===== config.mk =====
export PLATFORM = sky130hd
export DESIGN_NAME = vga_image_writer_flat
export DESIGN_NICKNAME = d
export VERILOG_FILES = /design/src/rtl/vga_image_writer_pkg.sv /design/src/rtl/vga_image_writer_if.sv /design/src/rtl/vga_image_writer_sync_fifo.sv /design/src/rtl/vga_image_writer.sv /design/src/flat_wrapper.sv
export SDC_FILE = /design/constraint.sdc
export NUM_CORES = 1
export LEC_CHECK = 0
export ABC_CLOCK_PERIOD_IN_PS = 5900
export BUFFER_PORTS_ARGS = -buffer_cell sky130_fd_sc_hd__buf_2
export CORE_MARGIN = 2
export CORE_UTILIZATION = 64
export DETAILED_ROUTE_END_ITERATION = 8
export PLACE_DENSITY_LB_ADDON = 0.2
export RECOVER_POWER = 100
export SLEW_MARGIN = 15
export SYNTH_ARGS = -nofsm -noshare
export SYNTH_HDL_FRONTEND = slang
export SYNTH_SLANG_ARGS = --single-unit

===== constraint.sdc =====
create_clock -name clock -period 5.9 [get_ports clock]
set_clock_uncertainty 0.1 [all_clocks]
set_input_delay 0.295 -clock clock [delete_from_list [all_inputs] [get_ports clock]]
set_output_delay 0.295 -clock clock [all_outputs]
set_load 0.02 [all_outputs]

===== src/rtl/vga_image_writer_pkg.sv =====
// vga_image_writer_pkg
// Shared definitions for the processor-side image_word producer:
//   - image_word field positions
//   - FSM state encoding
//   - request entry layout held in the request FIFO
//   - small helpers for packing the image word and sizing the cycle counter
package vga_image_writer_pkg;

    localparam int unsigned WEN_BIT   = 23;
    localparam int unsigned COLOR_MSB = 22;
    localparam int unsigned COLOR_LSB = 15;
    localparam int unsigned ADDR_MSB  = 14;

    localparam int unsigned ADDR_W  = ADDR_MSB + 1;
    localparam int unsigned COLOR_W = COLOR_MSB - COLOR_LSB + 1;
    localparam int unsigned LEN_W   = 15;

    typedef enum logic [1:0] {
        ST_IDLE,
        ST_SETUP,
        ST_ASSERT,
        ST_GAP
    } state_t;

    typedef struct packed {
        logic               fill;
        logic [ADDR_W-1:0]  addr;
        logic [COLOR_W-1:0] color;
        logic [LEN_W-1:0]   len;
    } req_t;

    localparam int unsigned REQ_W = $bits(req_t);

    function automatic int unsigned max3(input int unsigned a, input int unsigned b,
                                         input int unsigned c);
        int unsigned m;
        m = (a > b) ? a : b;
        return (m > c) ? m : c;
    endfunction

    function automatic logic [31:0] pack_word(input logic wen, input logic [COLOR_W-1:0] color,
                                              input logic [ADDR_W-1:0] addr);
        logic [31:0] w;
        w                     = '0;
        w[WEN_BIT]            = wen;
        w[COLOR_MSB:COLOR_LSB] = color;
        w[ADDR_MSB:0]         = addr;
        return w;
    endfunction

endpackage


===== src/rtl/vga_image_writer_if.sv =====
// vga_image_writer_if
// Request handshake between the IO/memory-mapped path (master) and the
// image writer (slave).
//   req_valid  master->slave  request present
//   req_ready  slave->master  FIFO can accept
//   req_fill   master->slave  0 = single pixel, 1 = run fill
//   req_addr   master->slave  first image RAM address
//   req_color  master->slave  palette index
//   req_len    master->slave  fill length (ignored for single pixel)
interface vga_image_writer_if;
    import vga_image_writer_pkg::*;

    logic               req_valid;
    logic               req_ready;
    logic               req_fill;
    logic [ADDR_W-1:0]  req_addr;
    logic [COLOR_W-1:0] req_color;
    logic [LEN_W-1:0]   req_len;

    modport master (
        output req_valid, req_fill, req_addr, req_color, req_len,
        input  req_ready
    );

    modport slave (
        input  req_valid, req_fill, req_addr, req_color, req_len,
        output req_ready
    );

endinterface


===== src/rtl/vga_image_writer_sync_fifo.sv =====
// sync_fifo
// Single-clock FIFO with register storage; the head entry is presented
// directly from the storage registers (first-word fall-through).
//   clk, rst   clock, asynchronous active-high reset
//   i_push     write i_data (ignored when full, even if popping this cycle)
//   i_pop      discard head entry (ignored when empty)
//   i_data     write data
//   o_data     head entry
//   o_full     DEPTH entries held
//   o_empty    no entries held
module sync_fifo #(
    parameter int unsigned WIDTH = 39,
    parameter int unsigned DEPTH = 4
) (
    input  logic             clk,
    input  logic             rst,
    input  logic             i_push,
    input  logic             i_pop,
    input  logic [WIDTH-1:0] i_data,
    output logic [WIDTH-1:0] o_data,
    output logic             o_full,
    output logic             o_empty
);

    localparam int unsigned AW = (DEPTH > 1) ? $clog2(DEPTH) : 1;

    logic [WIDTH-1:0] r_mem [DEPTH];
    logic [AW-1:0]    r_wr_ptr;
    logic [AW-1:0]    r_rd_ptr;
    logic [AW:0]      r_count;
    logic             w_push;
    logic             w_pop;

    assign o_full  = (r_count == (AW+1)'(DEPTH));
    assign o_empty = (r_count == '0);
    assign w_push  = i_push && !o_full;
    assign w_pop   = i_pop && !o_empty;
    assign o_data  = r_mem[r_rd_ptr];

    always_ff @(posedge clk) begin
        if (w_push) begin
            r_mem[r_wr_ptr] <= i_data;
        end
    end

    always_ff @(posedge clk or posedge rst) begin
        if (rst) begin
            r_wr_ptr <= '0;
            r_rd_ptr <= '0;
            r_count  <= '0;
        end else begin
            if (w_push) r_wr_ptr <= r_wr_ptr + 1'b1;
            if (w_pop)  r_rd_ptr <= r_rd_ptr + 1'b1;
            case ({w_push, w_pop})
                2'b10:   r_count <= r_count + 1'b1;
                2'b01:   r_count <= r_count - 1'b1;
                default: r_count <= r_count;
            endcase
        end
    end

endmodule


===== src/rtl/vga_image_writer.sv =====
// vga_image_writer
// Buffers pixel-write / run-fill requests and serialises every pixel onto
// image_word as a SETUP / ASSERT / GAP frame so the VGA-domain synchroniser
// sees stable address and colour around each write-enable pulse.
//   clock       processor clock
//   reset       asynchronous, active-high
//   req         request handshake (slave side)
//   image_word  [31:24]=0, [23]=wEn, [22:15]=colour, [14:0]=address
//   busy        FIFO non-empty or a frame in progress
module vga_image_writer
    import vga_image_writer_pkg::*;
#(
    parameter int unsigned FIFO_DEPTH   = 4,
    parameter int unsigned SETUP_CYCLES = 2,
    parameter int unsigned HOLD_CYCLES  = 4,
    parameter int unsigned GAP_CYCLES   = 2
) (
    input  logic                clock,
    input  logic                reset,
    vga_image_writer_if.slave   req,
    output logic [31:0]         image_word,
    output logic                busy
);

    localparam int unsigned CNT_MAX = max3(SETUP_CYCLES, HOLD_CYCLES, GAP_CYCLES);
    localparam int unsigned CNT_W   = (CNT_MAX > 1) ? $clog2(CNT_MAX) : 1;

    localparam logic [CNT_W-1:0] SETUP_LOAD = CNT_W'(SETUP_CYCLES - 1);
    localparam logic [CNT_W-1:0] HOLD_LOAD  = CNT_W'(HOLD_CYCLES - 1);
    localparam logic [CNT_W-1:0] GAP_LOAD   = CNT_W'(GAP_CYCLES - 1);

    state_t             r_state;
    logic [CNT_W-1:0]   r_cnt;
    logic [ADDR_W-1:0]  r_addr;
    logic [COLOR_W-1:0] r_color;
    logic [LEN_W-1:0]   r_rem;
    logic [31:0]        r_word;

    req_t               w_in;
    req_t               w_head;
    logic [REQ_W-1:0]   w_head_bits;
    logic               w_full;
    logic               w_empty;
    logic               w_last;
    logic               w_pop;
    logic [LEN_W-1:0]   w_head_rem;

    assign w_in = '{fill: req.req_fill, addr: req.req_addr,
                    color: req.req_color, len: req.req_len};

    sync_fifo #(
        .WIDTH (REQ_W),
        .DEPTH (FIFO_DEPTH)
    ) u_fifo (
        .clk     (clock),
        .rst     (reset),
        .i_push  (req.req_valid),
        .i_pop   (w_pop),
        .i_data  (w_in),
        .o_data  (w_head_bits),
        .o_full  (w_full),
        .o_empty (w_empty)
    );

    assign w_head     = req_t'(w_head_bits);
    assign w_head_rem = w_head.fill ? w_head.len : LEN_W'(1);
    assign w_last     = (r_cnt == '0);

    // The head is consumed either from IDLE or at the final GAP cycle of the
    // last pixel of the current request, which removes the IDLE bubble.
    assign w_pop = !w_empty &&
                   ((r_state == ST_IDLE) ||
                    (r_state == ST_GAP && w_last && r_rem == LEN_W'(1)));

    assign req.req_ready = !w_full;
    assign image_word    = r_word;
    assign busy          = !w_empty || (r_state != ST_IDLE);

    always_ff @(posedge clock or posedge reset) begin
        if (reset) begin
            r_state <= ST_IDLE;
            r_cnt   <= '0;
            r_addr  <= '0;
            r_color <= '0;
            r_rem   <= '0;
            r_word  <= '0;
        end else begin
            case (r_state)
                ST_SETUP: begin
                    if (w_last) begin
                        r_state         <= ST_ASSERT;
                        r_cnt           <= HOLD_LOAD;
                        r_word[WEN_BIT] <= 1'b1;
                    end else begin
                        r_cnt <= r_cnt - 1'b1;
                    end
                end
                ST_ASSERT: begin
                    if (w_last) begin
                        r_state         <= ST_GAP;
                        r_cnt           <= GAP_LOAD;
                        r_word[WEN_BIT] <= 1'b0;
                    end else begin
                        r_cnt <= r_cnt - 1'b1;
                    end
                end
                ST_GAP: begin
                    if (w_last) begin
                        r_rem <= r_rem - 1'b1;
                        if (r_rem != LEN_W'(1)) begin
                            r_state <= ST_SETUP;
                            r_cnt   <= SETUP_LOAD;
                            r_addr  <= r_addr + 1'b1;
                            r_word  <= pack_word(1'b0, r_color, r_addr + 1'b1);
                        end else begin
                            r_state <= ST_IDLE;
                            r_word  <= '0;
                        end
                    end else begin
                        r_cnt <= r_cnt - 1'b1;
                    end
                end
                default: ;
            endcase

            // A pop overrides the transitions above: load the next request,
            // or drop a zero-length fill and rest in IDLE.
            if (w_pop) begin
                if (w_head_rem == '0) begin
                    r_state <= ST_IDLE;
                    r_word  <= '0;
                end else begin
                    r_state <= ST_SETUP;
                    r_cnt   <= SETUP_LOAD;
                    r_addr  <= w_head.addr;
                    r_color <= w_head.color;
                    r_rem   <= w_head_rem;
                    r_word  <= pack_word(1'b0, w_head.color, w_head.addr);
                end
            end
        end
    end

endmodule


===== src/flat_wrapper.sv =====
// flat-port wrapper written by rule: the top's interface ports become plain ports
module vga_image_writer_flat import vga_image_writer_pkg::*;
#(
    parameter int unsigned FIFO_DEPTH   = 4,
    parameter int unsigned SETUP_CYCLES = 2,
    parameter int unsigned HOLD_CYCLES  = 4,
    parameter int unsigned GAP_CYCLES   = 2
)
  (clock, reset, image_word, busy, req_req_valid, req_req_fill, req_req_addr, req_req_color, req_req_len, req_req_ready);
  vga_image_writer_if req_i ();
  input  logic clock;
  input  logic reset;
  output logic [31:0] image_word;
  output logic busy;
  input wire logic [$bits(req_i.req_valid)-1:0] req_req_valid;
  input wire logic [$bits(req_i.req_fill)-1:0] req_req_fill;
  input wire logic [$bits(req_i.req_addr)-1:0] req_req_addr;
  input wire logic [$bits(req_i.req_color)-1:0] req_req_color;
  input wire logic [$bits(req_i.req_len)-1:0] req_req_len;
  output wire logic [$bits(req_i.req_ready)-1:0] req_req_ready;
  assign req_i.req_valid = req_req_valid;
  assign req_i.req_fill = req_req_fill;
  assign req_i.req_addr = req_req_addr;
  assign req_i.req_color = req_req_color;
  assign req_i.req_len = req_req_len;
  assign req_req_ready = req_i.req_ready;
  vga_image_writer #(.FIFO_DEPTH(FIFO_DEPTH), .SETUP_CYCLES(SETUP_CYCLES), .HOLD_CYCLES(HOLD_CYCLES), .GAP_CYCLES(GAP_CYCLES)) u_core (.clock(clock), .reset(reset), .req(req_i), .image_word(image_word), .busy(busy));
endmodule

==> results_dict.tcl, run 1 <==
set metrics [dict create \
    postSynthCellCount 622 \
    fin_util_pct 74.8 \
    start_util_pct 64.8 \
    setup_viol 0 \
    cts.clk_slew.worst_paths_ns 0.06 \
    cp-end-kind "register" \
    p_leak_nw 4.14 \
    ant_nets 0 \
    crit_buf_inv 1 \
    gp_congestion 0.934 \
    slowest_delay_ns 1.48 \
    antenna_found_initial 0 \
    core_mm2 0.0150 \
    h-tree-depth 1 \
    worst_pin_slew_ns 2.18 \
    wire_per_inst_um 21.5 \
    grt_use_total_pct 26.0 \
    clock_latency_ns 0.51 \
    drt_iter0_drc 509 \
    path_cells "mux4_2, nor4_4, nand4_4, nand2_1, buf_4, mux2_2" \
    hold_viol_final 0 \
    cts_inserted_buffers 23 \
    layout-drive-gt1-share_pct 12.1 \
    violations "max-capacitance violations, max-slew violations" \
    die-area_mm2 0.0162 \
    cts_resized 0 \
    port_buffers 67 \
    io_pins 76 \
    antenna_cells 0 \
    ctsRootBufferMaster "clkbuf_16" \
    netlist_area_mm2 0.00975 \
    fmax_mhz 221 \
    yosysUniqueCellTypes 51 \
    r2r_cells 6 \
    ir_worst_vdd_mv 0.303 \
    worstPathMaxFanout 27 \
    status "finished, violations left" \
    maxSlewHeadroom_pct -45.4 \
    synth_warnings 0 \
    fin_crit_sh_pct 76.8 \
    path_delay_family "flip-flops" \
    cts_tree "yes" \
    min_path_cells 3 \
    fill_cells 922 \
    vias_per_cell 6.13 \
    pre_cts_ws_ns 1.86 \
    ys_seq_area_share_pct 66.8 \
    cts_buffer_depth 3 \
    power.density_mw_per_mm2 531 \
    hp-class "in -> reg" \
    async_flop_share_pct 31.9 \
    drcViolationCount 0 \
    firstDrtPassIters 5 \
    arrival_ns 4.82 \
    grt_pass1_wl_um 32500 \
    dp_cells 852 \
    cts.sinks 229 \
    wirelength_um 20100 \
    grt_max_degree 74 \
    criticalPathCategory "reg -> reg" \
    grt_setup_unrepaired "no" \
    finalSetupTns_ns 0 \
    grt_pass1_vias 6120 \
    vias 5719 \
    layout_common_cells "edfxtp_1, dfrtp_1, clkbuf_1" \
    critical_path_depth 6 \
    fin_nets 783 \
    setup_ws_ns 1.37 \
    final_common_cell "edfxtp_1" \
    cap_violations 5 \
    area_delta_synth_final_pct 15.4 \
    finalCriticalPeriod_ns 4.53 \
    synthFlopType "edfxtp_1" \
    syn_area_per_cell_um2 15.7 \
    synth_seq_cells 229 \
    synth_edf_count 156 \
    die_y_um 127 \
    finalNonFillerCells 933 \
    cp.required_ns 6.19 \
    num_rows 45 \
    startpoint_type "register" \
    grt-ovfl-total 0 \
    finalMaxSlewViolations 188 \
    crit_path_top_delay_cell "dfrtp_1" \
    die_w_um 127 \
    dp_hpwl_um 12100 \
]
logic make-up after synthesis:
| family | after synthesis | share of synthesized area (%) |
|---|---|---|
| AO/OA/AOI/OAI | 66 | 4.63 |
| XOR/XNOR | 46 | 4.13 |
| adder cells (fa/ha/maj) | 12 | 1.62 |
| buffers and inverters | 52 | 2.71 |
| flip-flops | 229 | 66.8 |
| multiplexers | 61 | 11.4 |
| other | 1 | 0.0385 |
| AND/OR/NAND/NOR | 155 | 8.69 |
routing by layer:
layer	GRT usage, %	up-vias	part of all wire (%)
met1	35.4	2867	40
met3	3.52	46	5.7
met5	0	-	0
met2	44.4	229	52
li1	-	2577	-
met4	8.47	0	2.7
final timing paths:
check,startpoint,end,slack (ns)
max,u_core.u_fifo.r_rd_ptr[0],u_core.r_addr[14],1.37
min,req_req_valid,u_core.u_fifo.r_wr_ptr[0],0.18
max reg2reg,u_core.u_fifo.r_rd_ptr[0],u_core.r_addr[14],1.37
min reg2reg,u_core.r_color[0],u_core.r_color[0],0.38
max in group asynchronous,reset,u_core.r_rem[9],4.58
min in group asynchronous,reset,u_core.image_word[2],0.54
power by group:
part / leakage, nW / internal (mW) / switching, mW
clock: 0.376 / 0.871 / 0.594
sequential: 2.32 / 2.22 / 0.360
combinational: 1.44 / 0.828 / 1.10
stage by stage:
step / cell area (um2) / power, mW / hold slack, ns
CTS: 11300 / 6.01 / 0.122
floorplan: 9770 / 3.98 / 0.294
global placement: 10200 / 4.44 / 0.360
detailed placement: 10200 / 4.52 / 0.366
finish: 11200 / 5.97 / 0.181
global route: 11200 / 6.28 / 0.232
flip-flops by register name (all words and copies together), names as in the netlist:
| register | count |
|---|---|
| u_core.r_color | 8 |
| u_core.u_fifo.r_rd_ptr | 2 |
| u_core.r_state | 2 |
| u_core.u_fifo.r_wr_ptr | 2 |
| u_core.r_cnt | 2 |
| u_core.image_word | 24 |
| u_core.r_addr | 15 |
| u_core.u_fifo.r_mem | 156 |
| u_core.u_fifo.r_count | 3 |
| u_core.r_rem | 15 |
cell usage after synthesis (all sizes together), types with 2 or more instances:
| cell type | n | share of area, % |
|---|---|---|
| edfxtp | 156 | 48 |
| dfrtp | 73 | 19 |
| mux4 | 39 | 9.0 |
| nand2 | 39 | 1.5 |
| xnor2 | 39 | 3.5 |
| nor2 | 28 | 1.1 |
| buf | 23 | 1.6 |
| nand3 | 23 | 1.2 |
| o21ai | 17 | 0.87 |
| clkbuf | 15 | 0.58 |
| nor3 | 15 | 0.77 |
| a21oi | 14 | 0.72 |
| and3 | 14 | 0.90 |
| inv | 14 | 0.54 |
| nor4 | 14 | 1.4 |
| mux2i | 13 | 1.3 |
| ha | 11 | 1.4 |
| a221o | 10 | 1.0 |
| mux2 | 9 | 1.0 |
| a21o | 8 | 0.62 |
| xor2 | 7 | 0.63 |
| a22oi | 4 | 0.31 |
| and2 | 4 | 0.26 |
| nand4 | 4 | 0.41 |
| a211oi | 3 | 0.23 |
| o2bb2ai | 3 | 0.27 |
| or3 | 3 | 0.19 |
| a22o | 2 | 0.18 |
| and4 | 2 | 0.18 |
| nand2b | 2 | 0.13 |
| nor4b | 2 | 0.33 |
| or4 | 2 | 0.15 |
timing repair:
| action | CTS | global route |
|---|---|---|
| buffers inserted | 0 | 0 |
| endpoints found under the hold margin | 165 | 0 |
| hold buffers | 40 | 0 |
area by class of cell:
cell class | count | area (um2) | share of cell area, %
clock buffers | 28 | 614 | 5.46
clock inverters | 13 | 140 | 1.25
inverters | 14 | 52.6 | 0.467
multi-input cells | 348 | 3000 | 26.7
flip-flops and latches | 229 | 6510 | 57.9
well taps | 188 | 235 | 2.09
repair buffers | 113 | 696 | 6.18
worst reg2reg max path: stages (launching register included):
cell and delay [ns]:
dfrtp_1 1.48, mux4_2 0.71, nor4_4 0.45, nand4_4 0.33
nand2_1 0.61, buf_4 0.37, mux2_2 0.36
No activity file was read; power rests on OpenSTA's default activity.
==> run 2: changes to the inputs <==
ABC_CLOCK_PERIOD_IN_PS = 3800   (was 5900)
CORE_UTILIZATION = 54   (was 64)
clock period = 3.8 ns   (was 5.9 ns; I/O delays follow)
==> run 2 against run 1 <==
The flow still finishes with violations (max-capacitance violations, max-slew violations). Non-clock buffer count increased by 7. Sequential cell count unchanged. Largest power group unchanged. Hold slack improved by 0.19 ns. Via count increased by 0.28%.
==> results_dict.tcl, run 2 (synthesis gave the netlist of run 1 again) <==
set metrics [dict create \
    p_leak_nw 4.13 \
    finalNonFillerCells 982 \
    worstPathMaxFanout 18 \
    core_mm2 0.0178 \
    maxSlewHeadroom_pct -47.9 \
    layout-drive-gt1-share_pct 12.9 \
    ctsRootBufferMaster "clkbuf_16" \
    finalSetupTns_ns 0 \
    vias 5735 \
    die-area_mm2 0.0191 \
    startpoint_type "register" \
    drcViolationCount 0 \
    wire_per_inst_um 20.4 \
    cts.sinks 229 \
    drt_iter0_drc 382 \
    pre_cts_ws_ns 0.455 \
    num_rows 49 \
    power.density_mw_per_mm2 805 \
    cp.required_ns 4.05 \
    dp_cells 899 \
    finalCriticalPeriod_ns 3.35 \
    h-tree-depth 1 \
    ir_worst_vdd_mv 0.511 \
    fin_nets 790 \
    antenna_cells 0 \
    grt_setup_unrepaired "no" \
    status "finished, violations left" \
    gp_congestion 0.832 \
    die_y_um 138 \
    grt_max_degree 45 \
    grt-ovfl-total 0 \
    grt_pass1_vias 5998 \
    vias_per_cell 5.84 \
    hp-class "in -> reg" \
    final_common_cell "edfxtp_1" \
    cap_violations 5 \
    cp-end-kind "register" \
    path_cells "mux4_2, nor4b_4, and4_1, nor2_1, o21ai_0" \
    die_w_um 138 \
    slowest_delay_ns 0.95 \
    ff_latch_area_mm2 0.00651 \
    largest_reg_flops 156 \
    ant_nets 0 \
    cts.clk_slew.worst_paths_ns 0.06 \
    cts_resized 0 \
    arrival_ns 3.59 \
    grt_use_total_pct 21.2 \
    crit_path_top_delay_cell "dfrtp_1" \
    cts_buffer_depth 3 \
    multiInputGateArea_mm2 0.00300 \
    hold_viol_final 0 \
    fin_crit_sh_pct 88.1 \
    antenna_found_initial 0 \
    port_buffers 67 \
    start_util_pct 54.6 \
    cts_tree "yes" \
    layout_common_cells "edfxtp_1, dfrtp_1, clkbuf_1" \
    dp_hpwl_um 12600 \
    fill_cells 1275 \
    criticalPathCategory "reg -> reg" \
    area_delta_synth_final_pct 15.8 \
    finalMaxSlewViolations 205 \
    fin_util_pct 63.3 \
    io_pins 76 \
    largest-register "u_core.u_fifo.r_mem" \
    fmax_mhz 299 \
    cts_inserted_buffers 23 \
    holdWs_ns 0.370 \
    violations "max-capacitance violations, max-slew violations" \
    clock_latency_ns 0.52 \
    grt_pass1_wl_um 32000 \
    setup_viol 0 \
    firstDrtPassIters 5 \
    worst_pin_slew_ns 2.22 \
    wirelength_um 20000 \
    setup_ws_ns 0.451 \
]
-- run 2: area by class of cell --
| cell class | count | area share [%] |
|---|---|---|
| clock buffers | 31 | 5.54 |
| clock inverters | 11 | 0.543 |
| inverters | 14 | 0.466 |
| multi-input cells | 348 | 26.6 |
| flip-flops and latches | 229 | 57.7 |
| well taps | 229 | 2.54 |
| repair buffers | 120 | 6.64 |
-- run 2: routing by layer --
metal / GRT usage, % / part of all wire (%) / vias up
met3: 3.15 / 4.9 / 42
li1: - / - / 2585
met2: 38.2 / 52 / 189
met5: 0 / 0 / -
met1: 26.6 / 40 / 2919
met4: 6.55 / 3.0 / 0
-- run 2: report_power, final --
group | internal (mW) | switching [mW] | total, mW
clock | 1.16 | 0.912 | 2.07
combinational | 1.30 | 1.73 | 3.04
sequential | 3.45 | 0.535 | 3.98
-- run 2: worst paths after layout --
check / from / endpoint / slack, ns / depth (start not counted)
max: u_core.u_fifo.r_rd_ptr[1] / u_core.r_addr[1] / 0.45 / 5
min: req_req_len[7] / u_core.u_fifo.r_mem[1][7] / 0.37 / 2
max reg2reg: u_core.u_fifo.r_rd_ptr[1] / u_core.r_addr[1] / 0.45 / 5
min reg2reg: u_core.r_color[4] / u_core.r_color[4] / 0.38 / 1
max in group asynchronous: reset / u_core.u_fifo.r_rd_ptr[0] / 1.28 / 4
min in group asynchronous: reset / u_core.r_addr[8] / 0.68 / 3
-- run 2: stage by stage --
stage / cell area [um2] / power (mW)
after detailed placement: 10300 / 7.09
after CTS: 11400 / 9.20
final: 11300 / 9.09
after floorplan: 9770 / 6.18
after global placement: 10300 / 6.96
after global routing: 11300 / 9.57
-- run 2: worst max-delay path, delay by kind of cell (launching register included) --
family	cells	cell delay [ns]
DFF	1	0.95
muxes	1	0.59
AOI/OAI and AO/OA	1	0.23
and+or+nand+nor	3	1.30
-- run 2: repair_timing --
item / in CTS / in global routing
buffers inserted: 0 / 0
hold buffers: 41 / 0
endpoints found under the hold margin: 200 / 0
==> run 3: changes to the inputs <==
ABC_AREA = 1   (was default)
ABC_CLOCK_PERIOD_IN_PS = 4250   (was 3800)
CORE_UTILIZATION = 65   (was 54)
clock period = 4.25 ns   (was 3.8 ns; I/O delays follow)
==> run 3 against run 2 <==
The flow still finishes with violations (max-capacitance violations, max-slew violations). Utilization grew 13 points. Sequential power is 14% lower. Register-to-register slack better by 0.08 ns. Worst setup slack better by 0.077 ns. Critical path depth rose by 7. Global-route usage rose by 6.4 points. Sequential share of layout area shrank 1.8 points. Die area fell by 12%. Maximum frequency is 10% lower. Largest power group unchanged. Highest routed layer unchanged.
==> results_dict.tcl, run 3 <==
set metrics [dict create \
    ant_nets 0 \
    cap_violations 5 \
    fmax_mhz 269 \
    layout_common_cells "nand2_1, edfxtp_1, nor2_1" \
    port_buffers 67 \
    clkPwrFrac_pct 21.4 \
    met3_usage_pct 4.67 \
    synth_seq_cells 229 \
    fin_nets 1166 \
    synth_edf_count 156 \
    slowest_delay_ns 0.89 \
    postSynthCellCount 1016 \
    p_switching_mw 3.50 \
    power.density_mw_per_mm2 742 \
    grt_util_met2_pct 44.2 \
    synth_area_leader_cell "edfxtp_1" \
    largest_reg_flops 156 \
    violations "max-capacitance violations, max-slew violations" \
    reg2reg_from "u_core.r_cnt[0]" \
    grt-ovfl-total 0 \
    async_flop_share_pct 31.9 \
    ys_seq_area_share_pct 63.3 \
    worstPathMaxFanout 36 \
    synthTopCellsByArea "edfxtp_1, dfrtp_1, nand2_1" \
    r2r_cells 12 \
    p_leak_nw 4.76 \
    fill_cells 1078 \
    cts_setup_buffers 0 \
    maxSlewHeadroom_pct -57.4 \
    synth.most_common_cell "nand2_1" \
    p_int_mw 5.14 \
    firstDrtPassIters 6 \
    pwr-share-seq_pct 39.6 \
    cts_tree "yes" \
    gp_congestion 0.889 \
    vias_per_cell 5.63 \
    r2r_slack_ns 0.53 \
    arrival_ns 4.02 \
    finalMaxSlewViolations 154 \
    worstHoldEndpoint "u_core.u_fifo.r_wr_ptr[0]" \
    cts_inserted_buffers 23 \
    die-area_mm2 0.0168 \
    cp-end-kind "register" \
    busiest_layer "met2" \
    grt_setup_unrepaired "no" \
    num_rows 45 \
    cp.required_ns 4.55 \
    dp_cells 1258 \
    grt_pass1_wl_um 36000 \
    swShare_pct 40.5 \
    worst_pin_slew_ns 2.36 \
    synthFlopType "edfxtp_1" \
    combPwrFrac_pct 39.0 \
    final_common_cell "nand2_1" \
    vias 7533 \
    cts.sinks 229 \
    total_power_mw 8.64 \
    grt_pass1_vias 7096 \
    grt_use_total_pct 27.6 \
    grt_max_degree 50 \
    core_mm2 0.0153 \
    path_cells "inv_1, ha_1, nand3_2, clkbuf_1, inv_1, nand3_1, a21oi_1, buf_4, nor2_2, clkinv_2, nor2_1, a21oi_1" \
    criticalPathCategory "reg -> reg" \
    synth_warnings 0 \
    crit_path_top_delay_cell "clkbuf_1" \
    finalNonFillerCells 1338 \
    ir_worst_vdd_mv 0.494 \
    cts_buffer_depth 3 \
    finalSetupTns_ns 0 \
    clock_latency_ns 0.52 \
    synth_top_cell_area_share_pct 45.6 \
    drcViolationCount 0 \
    hold_viol_final 0 \
    min_from "req_req_valid" \
    wirelength_um 22700 \
    dp_hpwl_um 13800 \
    setup_viol 0 \
    start_util_pct 67.1 \
    yosysUniqueCellTypes 39 \
    io_pins 76 \
    fin_crit_sh_pct 87.6 \
    min_path_cells 3 \
    use_met1_pct 39.8 \
    drt_iter0_drc 831 \
    die_w_um 130 \
    antenna_found_initial 1 \
    startpoint_type "register" \
    ctsRootBufferMaster "clkbuf_16" \
    cts.clk_slew.worst_paths_ns 0.06 \
    fin_util_pct 76.0 \
    wire_per_inst_um 16.9 \
    finalCriticalPeriod_ns 3.72 \
    netlist_area_mm2 0.0103 \
    yosys-top-cells-count "nand2_1, edfxtp_1, nor2_1, o21ai_0, inv_1" \
    area_delta_synth_final_pct 13.2 \
    hp-class "in -> reg" \
    syn_area_per_cell_um2 10.1 \
    reg2reg_to "u_core.image_word[0]" \
    layout-drive-gt1-share_pct 4.80 \
    status "finished, violations left" \
    die_y_um 130 \
    h-tree-depth 1 \
    largest-register "u_core.u_fifo.r_mem" \
]
==> run 3: metrics by stage <==
step | setup WS (ns) | area, um2 | hold slack, ns
detailed placement | 0.936 | 10700 | 0.329
floorplan | 1.20 | 10300 | 0.211
CTS | 0.907 | 11800 | 0.278
global route | 0.313 | 11600 | 0.134
global placement | 1.12 | 10700 | 0.325
finish | 0.528 | 11600 | 0.0811
==> run 3: per-layer routing <==
layer	part of all wire (%)	up-vias
met4	1.7	0
met3	7.0	44
li1	-	3588
met1	43	3607
met5	0	-
met2	48	294
==> run 3: kinds of logic (layout without fill, tap and decap cells) <==
logic type | Yosys count | count (layout) | synth area share [%]
AOI/OAI and AO/OA | 169 | 169 | 8.96
xor gates and xnor gates | 29 | 29 | 2.47
adders and majority gates | 12 | 12 | 1.53
buffers and inverters | 150 | 253 | 6.47
DFF | 229 | 229 | 63.3
muxes | 1 | 1 | 0.110
other | 1 | 9 | 0.0365
and+or+nand+nor | 425 | 425 | 17.1
==> run 3: worst max path at each step <==
stage / from / end / depth (start not counted)
finish: u_core.r_cnt[0] / u_core.image_word[0] / 12
global route: u_core.r_cnt[0] / u_core.image_word[0] / 12
CTS: u_core.u_fifo.r_rd_ptr[0] / u_core.r_color[7] / 12
detailed placement: u_core.u_fifo.r_rd_ptr[0] / u_core.r_color[7] / 12
global placement: u_core.u_fifo.r_rd_ptr[0] / u_core.r_color[6] / 11
floorplan: u_core.u_fifo.r_count[0] / u_core.u_fifo.r_mem[0][0] / 4
==> run 3: worst max-delay path, delay by kind of cell, from the launching register on <==
| kind | cells | cell delay (ns) |
|---|---|---|
| AO/OA/AOI/OAI | 2 | 0.20 |
| AND/OR/NAND/NOR | 4 | 0.75 |
| flip-flops | 1 | 0.36 |
| adder cells (fa/ha/maj) | 1 | 0.23 |
| buffers and inverters | 5 | 1.92 |
==> run 3: repair_timing <==
| action | in CTS | in global routing |
|---|---|---|
| gates resized for setup | 0 | 0 |
| endpoints found under the hold margin | 204 | 0 |
| hold buffers | 40 | 0 |
==> run 3: power groups by stage <==
stage	clock network [mW]	logic [mW]	registers, mW
finish	1.85	3.37	3.42
global route	1.96	3.79	3.48
CTS	1.86	3.46	3.40
detailed placement	0	3.40	3.43
global placement	0	3.28	3.42
floorplan	0	2.43	3.52
==> run 3: layout make-up <==
| class | count | area (um2) | share of cell area (%) |
|---|---|---|---|
| flip-flops and latches | 229 | 6510 | 55.9 |
| well taps | 211 | 264 | 2.27 |
| clock inverters | 4 | 37.5 | 0.322 |
| repair buffers | 120 | 736 | 6.32 |
| multi-input cells | 644 | 3090 | 26.6 |
| inverters | 94 | 354 | 3.04 |
| diodes | 1 | 2.50 | 0.0215 |
| clock buffers | 35 | 641 | 5.50 |
